## config.mk

```make
export PLATFORM = sky130hd
export DESIGN_NAME = sync_fifo_flat
export DESIGN_NICKNAME = d
export VERILOG_FILES = /design/src/rtl/sync_fifo_if.sv /design/src/rtl/sync_fifo.sv /design/src/flat_wrapper.sv
export SDC_FILE = /design/constraint.sdc
export NUM_CORES = 1
export LEC_CHECK = 0
export BUFFER_PORTS_ARGS = -buffer_cell sky130_fd_sc_hd__buf_4
export CORE_MARGIN = 5
export CORE_UTILIZATION = 45
export CTS_CLUSTER_SIZE = 12
export DETAILED_ROUTE_END_ITERATION = 8
export SLEW_MARGIN = 10
export SYNTH_ARGS = -nofsm -noshare
export SYNTH_HDL_FRONTEND = slang
export SYNTH_SLANG_ARGS = --single-unit
```

## constraint.sdc

```tcl
create_clock -name clk -period 5.4 [get_ports clk]
set_clock_uncertainty 0.15 [all_clocks]
set_input_delay 0.27 -clock clk [delete_from_list [all_inputs] [get_ports clk]]
set_output_delay 0.27 -clock clk [all_outputs]
set_load 0.02 [all_outputs]
```

## src/rtl/sync_fifo_if.sv

```systemverilog
// sync_fifo_if: handshake/data bundle for sync_fifo.
//   master : flush, push, din, pop, clr_err out; dout, status flags, count in
//   slave  : the FIFO side (directions mirrored)
//   WIDTH  : data word width, DEPTH : entry count (sizes count to CW bits)
interface sync_fifo_if #(
  parameter int unsigned WIDTH = 8,
  parameter int unsigned DEPTH = 8
);
  localparam int unsigned CW = $clog2(DEPTH + 1);

  logic             flush;
  logic             push;
  logic [WIDTH-1:0] din;
  logic             pop;
  logic             clr_err;
  logic [WIDTH-1:0] dout;
  logic             empty;
  logic             full;
  logic             almost_empty;
  logic             almost_full;
  logic [CW-1:0]    count;
  logic             overflow;
  logic             underflow;

  modport master (
    output flush, push, din, pop, clr_err,
    input  dout, empty, full, almost_empty, almost_full, count, overflow, underflow
  );

  modport slave (
    input  flush, push, din, pop, clr_err,
    output dout, empty, full, almost_empty, almost_full, count, overflow, underflow
  );
endinterface

```

## src/rtl/sync_fifo.sv

```systemverilog
// sync_fifo: single-clock FWFT FIFO with inferred LUT-RAM storage, any DEPTH.
// Ports:
//   clk     : rising-edge clock
//   rst_n   : asynchronous active-low reset (contents discarded, memory kept)
//   bus     : sync_fifo_if.slave -- flush/push/din/pop/clr_err in;
//             dout (head word), empty, full, almost_empty, almost_full,
//             count (0..DEPTH), overflow, underflow out
// Build option: define SYNC_FIFO_ERR_FLAGS_EN for sticky overflow/underflow;
// otherwise both read 0, clr_err is ignored and no error registers exist.
module sync_fifo #(
  parameter int unsigned WIDTH         = 8,
  parameter int unsigned DEPTH         = 8,
  parameter int unsigned AFULL_THRESH  = DEPTH - 2,
  parameter int unsigned AEMPTY_THRESH = 1
) (
  input logic            clk,
  input logic            rst_n,
  sync_fifo_if.slave     bus
);
  localparam int unsigned CW = $clog2(DEPTH + 1);
  localparam int unsigned PW = (DEPTH > 1) ? $clog2(DEPTH) : 1;
  localparam logic [PW-1:0] LAST = PW'(DEPTH - 1);

  logic [WIDTH-1:0] mem [DEPTH];

  logic [PW-1:0] wr_ptr_q, wr_ptr_d;
  logic [PW-1:0] rd_ptr_q, rd_ptr_d;
  logic          wr_lap_q, wr_lap_d;
  logic          rd_lap_q, rd_lap_d;
  logic [CW-1:0] count_q, count_d;

  logic empty_c, full_c, push_ok, pop_ok;

  // Lap bits disambiguate equal pointers: same lap = empty, differing = full.
  always_comb begin
    empty_c = (wr_ptr_q == rd_ptr_q) && (wr_lap_q == rd_lap_q);
    full_c  = (wr_ptr_q == rd_ptr_q) && (wr_lap_q != rd_lap_q);
    push_ok = bus.push && !full_c;
    pop_ok  = bus.pop  && !empty_c;
  end

  always_comb begin
    wr_ptr_d = wr_ptr_q;
    wr_lap_d = wr_lap_q;
    rd_ptr_d = rd_ptr_q;
    rd_lap_d = rd_lap_q;
    count_d  = count_q;

    if (push_ok) begin
      if (wr_ptr_q == LAST) begin
        wr_ptr_d = '0;
        wr_lap_d = ~wr_lap_q;
      end else begin
        wr_ptr_d = wr_ptr_q + 1'b1;
      end
    end

    if (pop_ok) begin
      if (rd_ptr_q == LAST) begin
        rd_ptr_d = '0;
        rd_lap_d = ~rd_lap_q;
      end else begin
        rd_ptr_d = rd_ptr_q + 1'b1;
      end
    end

    if (push_ok && !pop_ok) begin
      count_d = count_q + 1'b1;
    end else if (pop_ok && !push_ok) begin
      count_d = count_q - 1'b1;
    end

    if (bus.flush) begin
      wr_ptr_d = '0;
      wr_lap_d = 1'b0;
      rd_ptr_d = '0;
      rd_lap_d = 1'b0;
      count_d  = '0;
    end
  end

  always_ff @(posedge clk or negedge rst_n) begin
    if (!rst_n) begin
      wr_ptr_q <= '0;
      wr_lap_q <= 1'b0;
      rd_ptr_q <= '0;
      rd_lap_q <= 1'b0;
      count_q  <= '0;
    end else begin
      wr_ptr_q <= wr_ptr_d;
      wr_lap_q <= wr_lap_d;
      rd_ptr_q <= rd_ptr_d;
      rd_lap_q <= rd_lap_d;
      count_q  <= count_d;
    end
  end

  // Storage has no reset so it maps onto distributed RAM.
  always_ff @(posedge clk) begin
    if (push_ok && !bus.flush) begin
      mem[wr_ptr_q] <= bus.din;
    end
  end

  assign bus.dout         = mem[rd_ptr_q];
  assign bus.empty        = empty_c;
  assign bus.full         = full_c;
  assign bus.count        = count_q;
  assign bus.almost_full  = 32'(count_q) >= AFULL_THRESH;
  assign bus.almost_empty = 32'(count_q) <= AEMPTY_THRESH;

`ifdef SYNC_FIFO_ERR_FLAGS_EN
  logic overflow_q, overflow_d;
  logic underflow_q, underflow_d;

  // A refusal in the same cycle as clr_err wins, keeping the flag set.
  always_comb begin
    overflow_d  = (overflow_q  && !bus.clr_err) || (bus.push && full_c);
    underflow_d = (underflow_q && !bus.clr_err) || (bus.pop  && empty_c);
  end

  always_ff @(posedge clk or negedge rst_n) begin
    if (!rst_n) begin
      overflow_q  <= 1'b0;
      underflow_q <= 1'b0;
    end else begin
      overflow_q  <= overflow_d;
      underflow_q <= underflow_d;
    end
  end

  assign bus.overflow  = overflow_q;
  assign bus.underflow = underflow_q;
`else
  assign bus.overflow  = 1'b0;
  assign bus.underflow = 1'b0;
`endif
endmodule

```

## src/flat_wrapper.sv

```systemverilog
// flat-port wrapper written by rule: the top's interface ports become plain ports
module sync_fifo_flat 
#(
  parameter int unsigned WIDTH         = 8,
  parameter int unsigned DEPTH         = 8,
  parameter int unsigned AFULL_THRESH  = DEPTH - 2,
  parameter int unsigned AEMPTY_THRESH = 1
)
  (clk, rst_n, bus_flush, bus_push, bus_din, bus_pop, bus_clr_err, bus_dout, bus_empty, bus_full, bus_almost_empty, bus_almost_full, bus_count, bus_overflow, bus_underflow);
  sync_fifo_if #(.WIDTH(WIDTH), .DEPTH(DEPTH)) bus_i ();
  input logic clk;
  input logic rst_n;
  input wire logic [$bits(bus_i.flush)-1:0] bus_flush;
  input wire logic [$bits(bus_i.push)-1:0] bus_push;
  input wire logic [$bits(bus_i.din)-1:0] bus_din;
  input wire logic [$bits(bus_i.pop)-1:0] bus_pop;
  input wire logic [$bits(bus_i.clr_err)-1:0] bus_clr_err;
  output wire logic [$bits(bus_i.dout)-1:0] bus_dout;
  output wire logic [$bits(bus_i.empty)-1:0] bus_empty;
  output wire logic [$bits(bus_i.full)-1:0] bus_full;
  output wire logic [$bits(bus_i.almost_empty)-1:0] bus_almost_empty;
  output wire logic [$bits(bus_i.almost_full)-1:0] bus_almost_full;
  output wire logic [$bits(bus_i.count)-1:0] bus_count;
  output wire logic [$bits(bus_i.overflow)-1:0] bus_overflow;
  output wire logic [$bits(bus_i.underflow)-1:0] bus_underflow;
  assign bus_i.flush = bus_flush;
  assign bus_i.push = bus_push;
  assign bus_i.din = bus_din;
  assign bus_i.pop = bus_pop;
  assign bus_i.clr_err = bus_clr_err;
  assign bus_dout = bus_i.dout;
  assign bus_empty = bus_i.empty;
  assign bus_full = bus_i.full;
  assign bus_almost_empty = bus_i.almost_empty;
  assign bus_almost_full = bus_i.almost_full;
  assign bus_count = bus_i.count;
  assign bus_overflow = bus_i.overflow;
  assign bus_underflow = bus_i.underflow;
  sync_fifo #(.WIDTH(WIDTH), .DEPTH(DEPTH), .AFULL_THRESH(AFULL_THRESH), .AEMPTY_THRESH(AEMPTY_THRESH)) u_core (.clk(clk), .rst_n(rst_n), .bus(bus_i));
endmodule
```

==> summary by stage, run 1 <==
Clock network
The number of gates resized after CTS is 0. The clock-pin slew reported for the worst setup and hold paths after clock tree synthesis is ~0.080 ns. In this run, post-CTS hold repair placed 9 buffers. The CTS H-tree depth is 3. The clock reaches the later pin of the worst-skew pair after 0.34 ns. The number of clock sinks is 76.

TritonCTS built the clock tree. In this run the post-CTS setup repair buffer count came out at 0. The number of clock buffers inserted by TritonCTS is 9. Counting along the longest clock path gives a buffer depth of 2. The root buffer cell chosen for the clock tree is sky130_fd_sc_hd__clkbuf_8.

STA
In the finished design, the share of the clock period the worst path needs comes to 0.590. The routed design could run at a clock period as short as 3.19 ns. The final count of hold timing violations is 0. Setup repair after global routing left no endpoint under its margin. The maximum clock frequency is 0.314 GHz.

The final-report setup violation count is 0. Adding up every negative setup slack in the final design gives 0 ns. The worst-case setup margin in the final layout is 2.21 ns.

In this run the tightest slew margin relative to its limit is 0.313. The number of max-slew violations in the final report came to 0. At the pin with the least slew margin, the transition time is 1.03 ns.

Routing
The final route contains 1825 vias. For this run, design rule violations remaining after detail routing come to 0. The sum of routed wire length over all layers is just over 6 mm. After detailed routing, the wire length on met1 is around 2.9 mm.

The final antenna-violating net count is 0. The routed length per placed instance is 17.3 um. Dividing the detail-routed via count by the number of cells gives 5.11. Signal routing reaches up to met4. The first-pass iteration count of the detailed router is 4. The detailed router finished its first iteration with 100 violations. After detailed routing, the met3 layer carries 243 um of wire.

The routed wire length on met2 is approximately 3 mm.

Global route
The initial antenna violation count is 0. In the global route stage, overall resource usage came out at 0.141. Entering global routing, the biggest net connects 23 pins. The wire length of the first global-routing pass is 10.3 mm. The number of global-route vias before repair is 1925.

The leftover overflow at the end of global routing is 0.

Synthesis
The register area share after synthesis is 0.641. Of the total synthesized cell area, the portion taken by AND, OR, NAND and NOR gates is 0.0678. The share of the synthesized area in compound gates (AO/OA/AOI/OAI) is 0.0444. The post-synthesis mux area share is 0.152. The per-instance average area after synthesis is roughly 17 sq um. The xor-xnor portion of the synthesized cell area is 0.0390. The number of enable flip-flop cells after synthesis is 64. The leading register cell type out of synthesis is sky130_fd_sc_hd__edfxtp_1.

Of all flip-flops after synthesis, the portion carrying an async set or reset was 0.158. Yosys printed 0 warnings. The largest family of logic cells by synthesized area is multiplexers. Of the total synthesized cell area, the portion taken by full adders, half adders and majority gates is 0.0289. The post-synthesis sequential element count is 76. The summed instance area of the synthesized netlist is 3470 sq um. After synthesis, the netlist uses 41 different library cells. The post-synthesis cell count is 209.

Finish
The share of final-layout standard cells stronger than drive strength 1 is 0.325. For this run, the post-layout net count is about 270. From synthesis to final layout, the design area changed by 18.0%. 0 antenna diodes ended up in the layout.

Die
The number of top-level pins is 32. The total area inside the core boundary comes to roughly 7600 sq um. After floorplanning, the core was divided into 32 placement rows. The floorplan die width is 97.8 um. From bottom edge to top edge, the die measures approximately 100 um. The effective utilization at floorplan is 0.456. The die covers 9560 sq um.

Placed design
The pre-CTS setup slack is 2.20 ns. The number of buffers added on ports is 28. The routability congestion estimate is approximately 0.7. The HPWL after detailed placement is 3.89 mm.

Setup path
The cell with the biggest individual delay on the critical path is sky130_fd_sc_hd__dfrtp_1. Tracing the worst setup path back leads to its startpoint at u_core.rd_ptr_q[1]. Among cell families on the critical path, the largest total delay comes from flip-flops.

The number of buffers and inverters on the critical path is 1. The launching element type of the critical path is a flop. The setup path with the least slack is of type reg2reg. The biggest fanout along the worst timing path is 20. At the worst endpoint, the required time is 5.22 ns.

The maximum cell stage delay along the critical path is 1.03 ns. The critical path goes through xor2_4 > o41ai_2 > buf_4 > or2_1 > nor2_1. The category of the worst setup path capture point is a flop. The worst register-to-register path begins at u_core.rd_ptr_q[1]. The critical path data arrival time is 3.01 ns.

Pwr
The maximum VDD drop is 0.205 mV. The leakage power of the design is 1.46 nW. Power spread over the standard cell area amounts to 337 nW/um^2.

Worst hold path
The hold path startpoint is bus_flush. The worst min-delay path category is in2reg.

Flow run
Max-cap violations in this run came to 0.

Status
The flow ran to the end, and the final reports show no timing, DRC or antenna violations.
==> stage by stage <==
stage | cells | hold WS (ns) | power, mW | instance area, sq um | util
6_report | 357 | 0.120 | 1.38 | 4090 | 0.538
5_1_grt | 357 | 0.108 | 1.45 | 4090 | 0.538
4_1_cts | 357 | 0.0978 | 1.40 | 4090 | 0.538
3_5_place_dp | 332 | -0.0248 | 0.915 | 3780 | 0.497
3_3_place_gp | 332 | -0.0225 | 0.913 | 3780 | 0.497
2_1_floorplan | 210 | -0.176 | 0.837 | 3470 | -
==> path summary, 6_finish.rpt <==
check	end	slack, ns	depth (start not counted)
hold reg to reg	u_core.rd_lap_q	0.47	2
min in group asynchronous	u_core.bus.count[3]	0.14	2
setup reg to reg	u_core.mem[3][0]	2.21	5
setup / recovery	u_core.mem[3][0]	2.21	5
max in group asynchronous	u_core.wr_ptr_q[0]	4.79	2
hold / removal	u_core.rd_lap_q	0.12	2
==> report_power, final <==
group	switching, mW	leakage [nW]	internal [mW]
Combinational	0.119	0.613	0.113
Sequential	0.0209	0.741	0.651
Clock	0.211	0.108	0.263
Total	0.352	1.46	1.03
==> layer usage <==
| layer | global-route usage | vias to the layer above |
|---|---|---|
| li1 | - | 884 |
| met1 | 0.187 | 898 |
| met2 | 0.225 | 35 |
| met5 | 0 | - |
| met3 | 0.0457 | 8 |
| met4 | 0.0383 | 0 |
==> synth_stat cells, types with 4 or more instances <==
cell	instances	area [sq um]
sky130_fd_sc_hd__edfxtp_1	64	1920
sky130_fd_sc_hd__nor2_1	24	90.1
sky130_fd_sc_hd__mux4_2	16	360
sky130_fd_sc_hd__dfrtp_1	12	300
sky130_fd_sc_hd__mux2_2	10	113
sky130_fd_sc_hd__ha_1	8	100
sky130_fd_sc_hd__inv_1	6	22.5
sky130_fd_sc_hd__nor3_1	6	30.0
sky130_fd_sc_hd__a21oi_1	5	25.0
sky130_fd_sc_hd__buf_2	5	25.0
sky130_fd_sc_hd__xnor2_1	5	43.8
sky130_fd_sc_hd__nand2_1	4	15.0
==> area by class of cell <==
cell class,count,area [sq um]
Fill cell,634,3510
Sequential cell,76,2220
Inverter,6,22.5
Multi-Input combinational cell,116,1170
Clock inverter,7,97.6
Tap cell,102,128
Timing Repair Buffer,41,330
Clock buffer,9,124
==> worst reg2reg max path, cell delays in order (launching register included) <==
cell	delay, ns
sky130_fd_sc_hd__dfrtp_1	1.03
sky130_fd_sc_hd__xor2_4	0.30
sky130_fd_sc_hd__o41ai_2	0.13
sky130_fd_sc_hd__buf_4	0.18
sky130_fd_sc_hd__or2_1	0.27
sky130_fd_sc_hd__nor2_1	0.75
==> flip-flops by register name, indices dropped and copies added, names as in the netlist <==
name              count
u_core.mem           64
u_core.bus.count      4
u_core.rd_ptr_q       3
u_core.wr_ptr_q       3
u_core.rd_lap_q       1
u_core.wr_lap_q       1
==> placed cells by master, fill, tap and decap left out, types with 2 or more instances in the layout <==
cell	instances
sky130_fd_sc_hd__buf_4	32
sky130_fd_sc_hd__nor4_2	3
sky130_fd_sc_hd__nor2_1	24
sky130_fd_sc_hd__nor3_1	6
sky130_fd_sc_hd__xor2_4	3
sky130_fd_sc_hd__inv_6	2
sky130_fd_sc_hd__a31oi_1	2
sky130_fd_sc_hd__inv_1	6
sky130_fd_sc_hd__mux4_2	16
sky130_fd_sc_hd__xnor2_1	5
sky130_fd_sc_hd__a21oi_1	5
sky130_fd_sc_hd__edfxtp_1	64
sky130_fd_sc_hd__mux2_2	10
sky130_fd_sc_hd__mux2i_1	3
sky130_fd_sc_hd__nand2b_1	2
sky130_fd_sc_hd__nand2_1	4
sky130_fd_sc_hd__dlygate4sd3_1	9
sky130_fd_sc_hd__dfrtp_1	12
sky130_fd_sc_hd__o21ai_1	2
sky130_fd_sc_hd__mux2_1	2
sky130_fd_sc_hd__nand3b_1	2
sky130_fd_sc_hd__bufinv_16	2
sky130_fd_sc_hd__conb_1	2
sky130_fd_sc_hd__clkbuf_8	9
sky130_fd_sc_hd__ha_1	8
==> cells by family after synthesis <==
kind of cell	count (synthesis)
flops	76
simple gates	48
mux	31
compound gates	18
buf+inv	18
xor+xnor	9
fa+ha+maj	8
other cells	1
No activity file was read; power rests on OpenSTA's default activity.
==> run 2, diff against run 1 <==
clock period = 3.1 ns   (was 5.4 ns; I/O delays follow)
==> summary by stage, run 2 (same netlist as run 1, synthesis figures left out) <==
Status
The run finished with clean final reports.

Flow run
The max-cap check violation count is 0 (unchanged).

Finish
The number of fillers in the final layout is 639 (+0.79%). The share of final-layout standard cells stronger than drive strength 1 is 0.353 (+0.0277). The flip-flop count of the largest register, all copies and words added is 64 (unchanged). Leaving out fill and tap cells, the most frequent cell in the layout is sky130_fd_sc_hd__edfxtp_1. The number of nets in the finished design was 286 (+5.1%). The most flop-heavy register is u_core.mem. The count of inserted antenna diode cells was 0 (unchanged). The top cell types in the final layout, fill and taps aside, are 64 x sky130_fd_sc_hd__edfxtp_1, 45 x sky130_fd_sc_hd__buf_4, 24 x sky130_fd_sc_hd__nor2_1, 16 x sky130_fd_sc_hd__mux4_2, 12 x sky130_fd_sc_hd__dfrtp_1. The signed area change from the synthesized netlist to the final layout is 19.6%.

Routing
The detailed-route via count is 1901 (+4.2%). The first-pass iteration count of the detailed router is 4 (unchanged). The residual DRC count came to 0 (unchanged). The number of DRC markers after the initial detailed-route iteration was 80 (-20%). The routed length per placed instance is 17.2 um (-0.55%).

The per-cell via count in the routed design came to 5.12 (+0.23%). The sum of routed wire length over all layers is 6.38 mm (+3.4%). The final antenna-violating net count was 0 (unchanged).

Pwr
The switching portion of total power is 0.268 (+0.0132). The power per cell area came to 535 nW/um^2 (+59%). The combinational fraction of design power is 0.187 (+0.019). The maximum VDD drop is 0.371 mV (+81%). The power share of the sequential group is 0.527 (+0.039). The leakage power of the design is 1.51 nW (+3.4%). The switching power summed over all nets was 595 uW (+69%). The clock network fraction of total power was 0.286 (-0.058). The total internal power was 1.62 mW (+58%).

Global route
The initial antenna violation count is 0 (unchanged). The total track usage is 0.149 (+0.00822). The leftover overflow at the end of global routing was 0 (unchanged).

The wire length of the first global-routing pass is 10.8 mm (+5.3%). The maximum number of pins on one net before global-route repair is 23 (unchanged). The number of global-route vias before repair is 1977 (+2.7%).

Placed design
The number of buffers added on ports was 28 (unchanged). The detailed placer's ending HPWL was 4.25 mm (+9.3%). The routability congestion estimate is 0.732 (+2.7%).

Die
The number of rows created at floorplan is 32 (unchanged). The number of top-level pins is 32 (unchanged). The die height was 97.8 um (unchanged). The die footprint is 9560 sq um (unchanged).

The effective utilization at floorplan is 0.456 (unchanged). The floorplan die width is 97.8 um (unchanged). The area inside the core boundary came to 7610 sq um (unchanged).

Setup path
The number of cell instances on the worst register-to-register path is 6 (+1). The sum of buffers and inverters on the critical path is 2 (+1). The worst register-to-register path ends at u_core.mem[2][5]. The cell family contributing the most delay on the critical path is multiplexers. The maximum cell stage delay along the critical path is 0.56 ns (-0.47 ns). STA classifies the critical path startpoint as a flop. The biggest fanout along the worst timing path came to 19 (-5.0%). The minimum setup slack among reg-to-reg paths is 0.74 ns (-1.47 ns). The worst setup path is captured at a primary output. Traced cell by cell, the critical path runs through buf_4 > mux4_2 > mux2_2 > buf_4. The most numerous cell type found on the critical path is sky130_fd_sc_hd__buf_4.

The critical setup path kind is reg2out. Among all stages on the critical path, the largest delay is contributed by sky130_fd_sc_hd__mux4_2. The critical path data arrival time is 2.22 ns (-0.79 ns). The startpoint identified for the worst register-to-register timing path is u_core.wr_ptr_q[0]. The worst endpoint required time was 2.79 ns (-2.43 ns).

STA
The number of max-slew violations in the final report is 0 (unchanged). The final-layout setup total negative slack is 0 ns (unchanged). The maximum clock frequency is 0.396 GHz. Of the available clock period, the critical path in the final layout requires 0.815. The final count of hold timing violations was 0 (unchanged).

The final-report setup violation count came to 0 (unchanged). The worst slack on hold paths came to 0.0353 ns (-0.0844 ns). The final critical delay including setup and external delays is 2.53 ns.

Setup repair after global routing left no endpoint under its margin.

Clock network
TritonCTS built the clock tree. The CTS H-tree depth is 3 (unchanged). The number of clock sinks came to 76 (unchanged). The number of buffers between clock root and the deepest sink is 2 (unchanged). The number of clock buffers inserted by TritonCTS came to 9 (unchanged). The cell sitting at the root of the clock tree is a sky130_fd_sc_hd__clkbuf_8. The clock-pin slew reported for the worst setup and hold paths after clock tree synthesis is 0.07 ns (about the same). The clock latency on the worst-skew pair is 0.34 ns (about the same).

Worst hold path
The worst min-delay path category is in2async.
==> run 2: stage by stage <==
stage,worst slack [ns],instance area (sq um),util,power (mW),instances
2_1_floorplan,0.405,3470,-,1.46,210
3_3_place_gp,0.756,3880,0.510,1.60,345
3_5_place_dp,0.722,3880,0.510,1.60,345
4_1_cts,0.508,4150,0.545,2.25,371
5_1_grt,0.404,4150,0.545,2.34,371
6_report,0.572,4150,0.545,2.22,371
==> run 2: area by class of cell <==
type | count | area, sq um | share of cell area
Timing Repair Buffer | 55 | 438 | 0.106
Tap cell | 102 | 128 | 0.0308
Sequential cell | 76 | 2220 | 0.536
Clock inverter | 7 | 42.5 | 0.0103
Clock buffer | 9 | 124 | 0.0299
Multi-Input combinational cell | 116 | 1170 | 0.282
Inverter | 6 | 22.5 | 0.00543
==> run 2: worst max-delay path by stage <==
| stage | slack (ns) | depth (start not counted) | end | from |
|---|---|---|---|---|
| after global routing | 0.40 | 4 | bus_dout[6] | u_core.rd_ptr_q[0] |
| after detailed placement | 0.72 | 6 | u_core.mem[2][5] | u_core.wr_ptr_q[0] |
| after CTS | 0.51 | 4 | bus_dout[4] | u_core.rd_ptr_q[0] |
| after floorplan | 0.41 | 6 | u_core.mem[2][0] | u_core.wr_ptr_q[0] |
| final | 0.57 | 4 | bus_dout[6] | u_core.rd_ptr_q[0] |
| after global placement | 0.76 | 6 | u_core.mem[2][5] | u_core.wr_ptr_q[0] |
==> run 2: power by group through the flow <==
stage                     combinational [mW]  sequential [mW]  clock (mW)
after floorplan                        0.263             1.20           0
after global placement                 0.408             1.19           0
after global routing                   0.458             1.17       0.712
after detailed placement               0.411             1.19           0
after CTS                              0.422             1.17       0.660
final                                  0.415             1.17       0.633
==> run 2: routing by layer <==
metal  vias up  wire, um  GRT usage
li1        915         -          -
met4         0        68     0.0383
met5         -         0          0
met1       943      2920      0.207
met3         7       298     0.0529
met2        36      3090      0.226
==> run 2: what timing repair did <==
action / CTS / global route
hold buffers: 10 / 0
endpoints found under the hold margin: 83 / 0
setup buffers: 0 / 0
gates resized for setup: 0 / 0
==> run 3, diff against run 2 <==
PLACE_DENSITY = 0.66   (was unset)
clock period = 2.3 ns   (was 3.1 ns; I/O delays follow)
==> summary by stage, run 3 (same netlist as run 1, synthesis figures left out) <==
Status
The flow ran to the end, and the final reports show no timing, DRC or antenna violations.

Routing
The first-pass iteration count of the detailed router came to 4 (unchanged). The length of routed met3 wiring is 251 um (-16%). The sum of routed wire length over all layers was 6.45 mm (+1.0%). The routed length per placed instance is 16.8 um (-2.1%). The number of DRC markers after the initial detailed-route iteration is 90 (+13%).

The residual DRC count was 0 (unchanged). The routed length on met1 is 3.02 mm (+3.3%). The final antenna-violating net count came to 0 (unchanged). The routed wire length on met2 is 3.11 mm (+0.55%). The top routing layer in use is met4. The detailed-route via count is 1921 (+1.1%).

The per-cell via count in the routed design came to 5.02 (-2.1%).

Clock network
The clock-pin slew reported for the worst setup and hold paths after clock tree synthesis is 0.08 ns (about the same). The clock tree root driver cell is sky130_fd_sc_hd__clkbuf_8. TritonCTS built the clock tree. The number of clock sinks is 76 (unchanged). The number of clock buffers inserted by TritonCTS is 9 (unchanged).

The clock latency on the worst-skew pair is 0.34 ns (about the same). The CTS H-tree depth came to 3 (unchanged). The number of buffers between clock root and the deepest sink is 2 (unchanged).

Setup path
The biggest fanout along the worst timing path came to 10 (-9). The critical path data arrival time is 1.95 ns (-0.27 ns). The category of the worst setup path capture point is a primary output. The launching element type of the critical path is a flop. The number of cell instances on the worst register-to-register path was 6 (unchanged). The minimum setup slack among reg-to-reg paths was 0.15 ns (-0.59 ns).

The maximum cell stage delay along the critical path was 0.49 ns (-0.07 ns). The setup path with the least slack is of type reg2out. The cell with the biggest individual delay on the critical path is sky130_fd_sc_hd__mux4_2. The worst endpoint required time was 2.04 ns (-0.75 ns). Traced cell by cell, the critical path runs through buf_12 > mux4_2 > mux2_2 > buf_4. The critical register-to-register path endpoint is u_core.mem[1][4].

The family of cells with the greatest summed delay on the critical path is multiplexers. The sum of buffers and inverters on the critical path was 2 (unchanged). The launching point of the worst reg2reg path is u_core.wr_ptr_q[1].

Global route
The maximum number of pins on one net before global-route repair is 23 (unchanged). The total track usage is 0.143 (-0.00548). The initial antenna violation count came to 0 (unchanged). The leftover overflow at the end of global routing is 0 (unchanged). The wire length of the first global-routing pass was 10.5 mm (-2.9%). The number of global-route vias before repair is 1966 (-0.56%).

Finish
The number of fillers in the final layout is 625 (-2.2%). The number of nets in the finished design is 298 (+4.2%). In the layout the commonest cells are 64 x sky130_fd_sc_hd__edfxtp_1, 53 x sky130_fd_sc_hd__buf_4, 24 x sky130_fd_sc_hd__nor2_1, 16 x sky130_fd_sc_hd__mux4_2. The most flop-heavy register is u_core.mem. The design area was 4350 sq um (+4.9%).

The flip-flop count of the largest register, all copies and words added is 64 (unchanged). The share of final-layout standard cells stronger than drive strength 1 was 0.391 (+0.0383). The most common library cell in the layout ignoring fill and taps is sky130_fd_sc_hd__edfxtp_1.

The count of inserted antenna diode cells is 0 (unchanged). From synthesis to final layout, the design area changed by 25.5%. The number of standard cells in the final layout excluding fillers is 383 (+3.2%).

STA
For the finished layout, the period the worst path requires is ~2.2 ns. The worst slack on hold paths came to 0.0614 ns (+0.0262 ns). The remaining max-slew budget at the tightest pin is 0.607. The final-layout setup total negative slack is 0 ns (unchanged). The final-report setup violation count was 0 (unchanged). The final count of hold timing violations is 0 (unchanged). The final worst-path cycle share is 0.963. The number of max-slew violations in the final report is 0 (unchanged).

The transition time at the pin with the least slew margin is 0.587 ns. Derived from the worst setup path, the maximum achievable clock frequency is 0.452 GHz.

Flow run
The max-cap check violation count is 0 (unchanged).

Pwr
The maximum VDD drop came to 0.492 mV (+33%). The total internal power was 2.36 mW (+46%). The power share of the sequential group is 0.487 (-0.040).

The switching power summed over all nets was 868 uW (+46%). The switching portion of total power came to 0.269 (+0.000276). The clock network fraction of total power was 0.321 (+0.035). The total design power is 3.23 mW (+46%). The power per cell area is 743 nW/um^2 (+39%). The combinational fraction of design power was 0.192 (+0.005). The leakage power of the design was 1.61 nW (+6.4%).

Placed design
The number of buffers added on ports is 28 (unchanged). The detailed placer's ending HPWL is 4.18 mm (-1.8%). The cell count after placement is 351 (+1.7%).

The routability congestion estimate was 0.758 (+3.5%). The instance area after placement came to 3970 sq um (+2.3%).

Worst hold path
The worst hold path belongs to the class in2reg. In this run the most critical hold path is launched from bus_pop. The path with the worst hold slack has its endpoint at u_core.bus.count[0].

Along the worst hold path, the cell count comes to 5.

Die
The die height came to 97.8 um (unchanged). The die footprint is 9560 sq um (unchanged). The number of rows created at floorplan is 32 (unchanged). The effective utilization at floorplan is 0.456 (unchanged). The number of top-level pins came to 32 (unchanged). The floorplan die width came to 97.8 um (unchanged). The area inside the core boundary is 7610 sq um (unchanged).
-- run 3: what timing repair did --
| item | in CTS | in global routing |
|---|---|---|
| pin swaps | 0 | 2 |
| setup buffers | 0 | 4 |
| setup endpoints to repair | 8 | 28 |
| hold buffers | 11 | 0 |
| hold endpoints to repair | 84 | 0 |
| gates resized for setup | 1 | 2 |
| gates cloned | 0 | 1 |
-- run 3: power groups by stage --
| stage | clock network (mW) | registers (mW) | logic, mW |
|---|---|---|---|
| 6_report | 1.04 | 1.57 | 0.622 |
| 5_1_grt | 1.13 | 1.58 | 0.682 |
| 4_1_cts | 1.06 | 1.57 | 0.600 |
| 3_5_place_dp | 0 | 1.60 | 0.583 |
| 3_3_place_gp | 0 | 1.60 | 0.577 |
| 2_1_floorplan | 0 | 1.61 | 0.367 |
-- run 3: worst min-delay path, stage by stage --
cell and delay [ns]:
sky130_fd_sc_hd__buf_4 0.14, sky130_fd_sc_hd__o41ai_4 0.06, sky130_fd_sc_hd__a221oi_2 0.08, sky130_fd_sc_hd__nand2_1 0.06
sky130_fd_sc_hd__o21ai_1 0.06
-- run 3: cell type report --
| cell class | count | area, sq um | area share |
|---|---|---|---|
| flip-flops and latches | 76 | 2220 | 0.511 |
| multi-input cells | 116 | 1210 | 0.277 |
| repair buffers | 67 | 564 | 0.130 |
| well taps | 102 | 128 | 0.0293 |
| clock buffers | 9 | 124 | 0.0285 |
| clock inverters | 7 | 83.8 | 0.0193 |
| inverters | 6 | 22.5 | 0.00518 |
-- run 3: worst max path at each step --
stage | cells after the start | startpoint | endpoint
6_report | 4 | u_core.rd_ptr_q[0] | bus_dout[0]
5_1_grt | 4 | u_core.rd_ptr_q[0] | bus_dout[0]
4_1_cts | 4 | u_core.rd_ptr_q[0] | bus_dout[0]
3_5_place_dp | 6 | u_core.rd_ptr_q[1] | u_core.mem[2][6]
3_3_place_gp | 6 | u_core.rd_ptr_q[0] | u_core.mem[3][7]
2_1_floorplan | 6 | u_core.wr_ptr_q[0] | u_core.mem[3][0]
-- run 3: metal layers --
metal | vias to the layer above | GRT usage
met5 | - | 0
met4 | 0 | 0.0415
met3 | 8 | 0.0436
met2 | 28 | 0.227
met1 | 949 | 0.194
li1 | 936 | -
-- run 3: stage by stage --
| stage | utilization | worst slack [ns] |
|---|---|---|
| after floorplan | - | -0.0559 |
| after global placement | 0.522 | 0.0978 |
| after detailed placement | 0.522 | 0.0769 |
| after CTS | 0.564 | 0.0252 |
| after global routing | 0.572 | -0.00461 |
| final | 0.572 | 0.0853 |
